### src/rtl/vsm_out_arbiter_if.sv
// Handshake bundle between the two VSM output requesters and the output-register arbiter.
// master = requester/stimulus side, slave = arbiter side.
interface vsm_out_arbiter_if;
    logic       Req0;
    logic [3:0] Data0;
    logic       Req1;
    logic [3:0] Data1;
    logic       Ack0;
    logic       Ack1;
    logic [3:0] IB;
    logic       LoadOut;
    logic       Busy;

    modport master (
        output Req0, Data0, Req1, Data1,
        input  Ack0, Ack1, IB, LoadOut, Busy
    );

    modport slave (
        input  Req0, Data0, Req1, Data1,
        output Ack0, Ack1, IB, LoadOut, Busy
    );
endinterface

### src/rtl/vsm_out_arbiter.sv
// Arbitrates CPU OUT (req 0) and debug (req 1) onto the VSM output register; grant edge -> LoadOut/Ack next cycle, all outputs registered.
// Requests wait while busy (LOAD + HOLD_CYCLES of HOLD); VSM_OUT_PRIORITY_EN selects fixed priority to req 0 instead of round-robin.
module vsm_out_arbiter #(
    parameter int HOLD_CYCLES = 4,
    parameter int CNT_W       = 4
) (
    input  logic             MainClock,
    input  logic             invMainReset,
    vsm_out_arbiter_if.slave bus
);

    typedef enum logic [1:0] {
        IDLE = 2'd0,
        LOAD = 2'd1,
        HOLD = 2'd2
    } state_t;

    state_t           state_q, state_d;
    logic [CNT_W-1:0] cnt_q, cnt_d;
    logic [3:0]       ib_q, ib_d;
    logic             load_q, load_d;
    logic             ack0_q, ack0_d;
    logic             ack1_q, ack1_d;
    logic             busy_q, busy_d;
    logic             gnt_vld;
    logic             gnt_idx;

`ifdef VSM_OUT_PRIORITY_EN
    always_comb begin
        gnt_vld = (state_q == IDLE) && (bus.Req0 || bus.Req1);
        gnt_idx = ~bus.Req0;
    end
`else
    logic last_q, last_d;

    // On a tie the requester served least recently wins.
    always_comb begin
        gnt_vld = (state_q == IDLE) && (bus.Req0 || bus.Req1);
        gnt_idx = (bus.Req0 && bus.Req1) ? ~last_q : bus.Req1;
        last_d  = gnt_vld ? gnt_idx : last_q;
    end

    always_ff @(posedge MainClock or negedge invMainReset) begin
        if (!invMainReset) last_q <= 1'b1;
        else               last_q <= last_d;
    end
`endif

    always_ff @(posedge MainClock or negedge invMainReset) begin
        if (!invMainReset) begin
            state_q <= IDLE;
            cnt_q   <= '0;
        end else begin
            state_q <= state_d;
            cnt_q   <= cnt_d;
        end
    end

    always_comb begin
        state_d = state_q;
        cnt_d   = cnt_q;
        case (state_q)
            IDLE: if (gnt_vld) state_d = LOAD;
            LOAD: begin
                cnt_d   = CNT_W'(HOLD_CYCLES - 1);
                state_d = HOLD;
            end
            HOLD: begin
                if (cnt_q == '0) state_d = IDLE;
                else             cnt_d   = cnt_q - CNT_W'(1);
            end
            default: state_d = IDLE;
        endcase
    end

    // Outputs are computed from the next state so they line up with it once registered.
    always_comb begin
        load_d = (state_d == LOAD);
        ack0_d = gnt_vld && !gnt_idx;
        ack1_d = gnt_vld &&  gnt_idx;
        busy_d = (state_d != IDLE);
        ib_d   = ib_q;
        if (gnt_vld) ib_d = gnt_idx ? bus.Data1 : bus.Data0;
    end

    always_ff @(posedge MainClock or negedge invMainReset) begin
        if (!invMainReset) begin
            ib_q   <= '0;
            load_q <= 1'b0;
            ack0_q <= 1'b0;
            ack1_q <= 1'b0;
            busy_q <= 1'b0;
        end else begin
            ib_q   <= ib_d;
            load_q <= load_d;
            ack0_q <= ack0_d;
            ack1_q <= ack1_d;
            busy_q <= busy_d;
        end
    end

    assign bus.IB      = ib_q;
    assign bus.LoadOut = load_q;
    assign bus.Ack0    = ack0_q;
    assign bus.Ack1    = ack1_q;
    assign bus.Busy    = busy_q;

endmodule

### src/flat_wrapper.sv
// flat-port wrapper written by rule: the top's interface ports become plain ports
module vsm_out_arbiter_flat 
#(
    parameter int HOLD_CYCLES = 4,
    parameter int CNT_W       = 4
)
  (MainClock, invMainReset, bus_Req0, bus_Data0, bus_Req1, bus_Data1, bus_Ack0, bus_Ack1, bus_IB, bus_LoadOut, bus_Busy);
  vsm_out_arbiter_if bus_i ();
  input  logic MainClock;
  input  logic invMainReset;
  input wire logic [$bits(bus_i.Req0)-1:0] bus_Req0;
  input wire logic [$bits(bus_i.Data0)-1:0] bus_Data0;
  input wire logic [$bits(bus_i.Req1)-1:0] bus_Req1;
  input wire logic [$bits(bus_i.Data1)-1:0] bus_Data1;
  output wire logic [$bits(bus_i.Ack0)-1:0] bus_Ack0;
  output wire logic [$bits(bus_i.Ack1)-1:0] bus_Ack1;
  output wire logic [$bits(bus_i.IB)-1:0] bus_IB;
  output wire logic [$bits(bus_i.LoadOut)-1:0] bus_LoadOut;
  output wire logic [$bits(bus_i.Busy)-1:0] bus_Busy;
  assign bus_i.Req0 = bus_Req0;
  assign bus_i.Data0 = bus_Data0;
  assign bus_i.Req1 = bus_Req1;
  assign bus_i.Data1 = bus_Data1;
  assign bus_Ack0 = bus_i.Ack0;
  assign bus_Ack1 = bus_i.Ack1;
  assign bus_IB = bus_i.IB;
  assign bus_LoadOut = bus_i.LoadOut;
  assign bus_Busy = bus_i.Busy;
  vsm_out_arbiter #(.HOLD_CYCLES(HOLD_CYCLES), .CNT_W(CNT_W)) u_core (.MainClock(MainClock), .invMainReset(invMainReset), .bus(bus_i));
endmodule
### config.mk
export PLATFORM = sky130hd
export DESIGN_NAME = vsm_out_arbiter_flat
export DESIGN_NICKNAME = d
export VERILOG_FILES = /design/src/rtl/vsm_out_arbiter_if.sv /design/src/rtl/vsm_out_arbiter.sv /design/src/flat_wrapper.sv
export SDC_FILE = /design/constraint.sdc
export NUM_CORES = 1
export LEC_CHECK = 0
export CAP_MARGIN = 20
export CORE_MARGIN = 2
export CORE_UTILIZATION = 49
export DETAILED_ROUTE_END_ITERATION = 7
export PLACE_DENSITY = 0.81
export SLEW_MARGIN = 5
export SYNTH_ARGS = -nofsm -noshare
export SYNTH_HDL_FRONTEND = slang
export SYNTH_SLANG_ARGS = --single-unit
### constraint.sdc
create_clock -name MainClock -period 3.2 [get_ports MainClock]
set_input_delay 0.64 -clock MainClock [delete_from_list [all_inputs] [get_ports MainClock]]
set_output_delay 0.64 -clock MainClock [all_outputs]
set_load 0.03 [all_outputs]
==> flow_summary.ini <==
[route]
drtPass1Iterations = 4
routed_wl_mm = 1.44
detail_route.vias_per_cell = 5.43
first_iter_violations = 6
drc = 0
wl_per_cell_um = 12.9
vias = 608
ant_nets = 0

[timing]
fin_skew_ns = 0.00605
setup_viol = 0
slew_viol_final = 0
whs_ns = 0.499
fmax_mhz = 514
min_period_ns = 1.95
worstMarginPinSlew_ns = 0.670
worst_slack_ns = 1.25
finalSetupTns_ns = 0
timing.final.crit_share_pct = 60.8
rsz0062_at_grt = false
hold_viol_final = 0
max-slew-margin-rel_pct = 55.2

[floorplanning]
die_w_um = 42.7
pin_count = 20
rows = 13
dieArea_sq_um = 1820
start_util_pct = 54.3
die_h_um = 42.7
core_area_sq_um = 1350

[final_layout]
fill_cells = 105
area_growth_pct = 30.4
fin_area_sq_um = 956
diodes = 0
drive_above_1_share_pct = 6.19
nets = 112

[synth]
synth.most_common_cell = inv_1
synthCells = 77
synth_area_per_cell_sq_um = 9.52
synth_nets = 91
ys_types = 29
netlist_area_sq_um = 733
synth_top_area_share_pct = 47.8
ys_top_cells_by_area = dfrtp_1 (48%), inv_1 (8.2%), o221ai_1 (4.8%)
synth_largest_area_cell = dfrtp_1
ys_warn_count = 0
ys.flop_type = dfrtp_1
ys_seq_elements = 15
synth_commonest_cells = inv_1 (16), dfrtp_1 (14), o21ai_1 (6)
synth_edf_count = 0
yosysSeqAreaShare_pct = 51.4
synthArstFlopShare_pct = 100

[outcome]
status = finished clean

[power_and_ir_drop]
p_leak_nw = 0.452
ir_worst_vdd_uv = 458
p_total_w = 0.000899
p_per_area_nw_per_um2 = 940

[clock_tree]
post_cts_buffers = 0
cts_buffers = 3
htree_levels = 1
cts-resized-gates = 0
clk_latency_ns = 0.27
postCtsHoldBufs = 0
cts_tree = yes
cts.sinks = 15
clockRootBuffer = clkbuf_4
clk_pin_slew_ns = 0.09
clockBufferDepth = 2

[worst_hold_path]
hold_path_depth = 2
hold_path.class = register to register

[grt]
antenna_found_initial = 0
grt_pass1_vias = 594
grt_max_degree = 16
overflow = 0
grt_pass1_wl_mm = 2.51
gr-usage-all-layers_pct = 18.2

[critical_path]
worstPathMaxFanout = 2
crit_type = register to primary output
r2r_cells = 5
slowest_delay_ns = 0.68
worst_ep_arrival_time_ns = 1.31
crit_family = buffers and inverters
worst_setup_path_start_kind = register
path_cells = clkdlybuf4s50_1
cp_num_cells = 1
endpoint_kind = primary output
slowest_stage = clkdlybuf4s50_1
path_buf_inv = 1
crit_required_ns = 2.56

[placement]
gp_congestion = 0.790
port_buffers = 19
placed_area_sq_um = 928
dp_hpwl_mm = 1.10
pre_cts_slack_ns = 1.29

[flow_run]
cap_violations = 0
[area by class of cell]
cell class	count	area [sq um]	share of cell area (%)
Inverter	16	60.1	6.28
Clock inverter	1	5.00	0.524
Multi-Input combinational cell	43	283	29.6
Clock buffer	3	22.5	2.36
Tap cell	15	18.8	1.96
Sequential cell	15	377	39.4
Timing Repair Buffer	19	190	19.9
[layout by cell type (no fill, tap or decap)]
master            n
o21ai_1           6
a21bo_1           1
o22ai_1           1
or2_1             1
inv_1            16
nand4_1           1
o22a_1            1
nor2b_1           2
nor3b_1           1
o2111ai_1         1
nand3_1           2
nor2_1            5
or3_1             1
o311ai_1          1
a21oi_1           1
nand2b_1          2
nor4_1            1
or3b_4            1
nand2_1           4
o211a_1           1
o221ai_1          4
o211ai_1          1
dfrtp_1          14
dfstp_2           1
clkinv_2          1
clkbuf_4          3
clkdlybuf4s50_1  19
a31oi_1           1
ha_1              2
a41oi_1           1
[where the power goes]
part / internal, W / leakage, nW / switching [W]
combinational: 0.000195 / 0.251 / 0.000235
sequential: 0.000279 / 0.183 / 0.0000872
clock: 0.0000462 / 0.0177 / 0.0000564
[metrics by stage]
stage / instances / utilization [%]
final: 112 / 70.8
after global routing: 112 / 70.8
after detailed placement: 108 / 68.8
after global placement: 108 / 68.8
after floorplan: 77 / -
after CTS: 112 / 70.8
[cells by family (layout without fill, tap and decap cells)]
family	count (synthesis)	in the layout	synth area share [%]
AO/OA/AOI/OAI	20	20	19.8
adder cells (fa/ha/maj)	2	2	3.41
buffers and inverters	19	39	10.1
flip-flops	15	15	51.4
AND/OR/NAND/NOR	21	21	15.4
[state kept, by name, summed over array words and instances (netlist names)]
signal and flops:
u_core.bus.Ack1 1, u_core.bus.LoadOut 1, u_core.bus.IB 4, u_core.cnt_q 4, u_core.state_q 2, u_core.bus.Ack0 1, u_core.last_q 1, u_core.bus.Busy 1
[per-layer routing]
layer	part of all wire, %	track usage, %
met5	0	0
met4	0.83	7.50
met3	4.2	5.11
met2	48	27.9
met1	47	24.1
[tightest hold or removal path, cell delays in order (launching register included)]
cell and delay, ns:
dfstp_2 0.38, o21ai_1 0.06, nand2_1 0.06
[worst paths after layout]
check                           slack (ns)                            to                    startpoint
worst max-delay path                  1.25                     bus_IB[1]  u_core.bus.IB[1]$_DFFE_PN0P_
max in group asynchronous             2.00   u_core.cnt_q[0]$_DFFE_PN0P_                  invMainReset
worst max register to register        1.54   u_core.cnt_q[0]$_DFFE_PN0P_   u_core.cnt_q[0]$_DFFE_PN0P_
worst min-delay path                  0.50     u_core.last_q$_DFFE_PN1P_     u_core.last_q$_DFFE_PN1P_
worst min register to register        0.50     u_core.last_q$_DFFE_PN1P_     u_core.last_q$_DFFE_PN1P_
min in group asynchronous             0.77  u_core.bus.IB[0]$_DFFE_PN0P_                  invMainReset
Power figures use the tool's default switching activity.
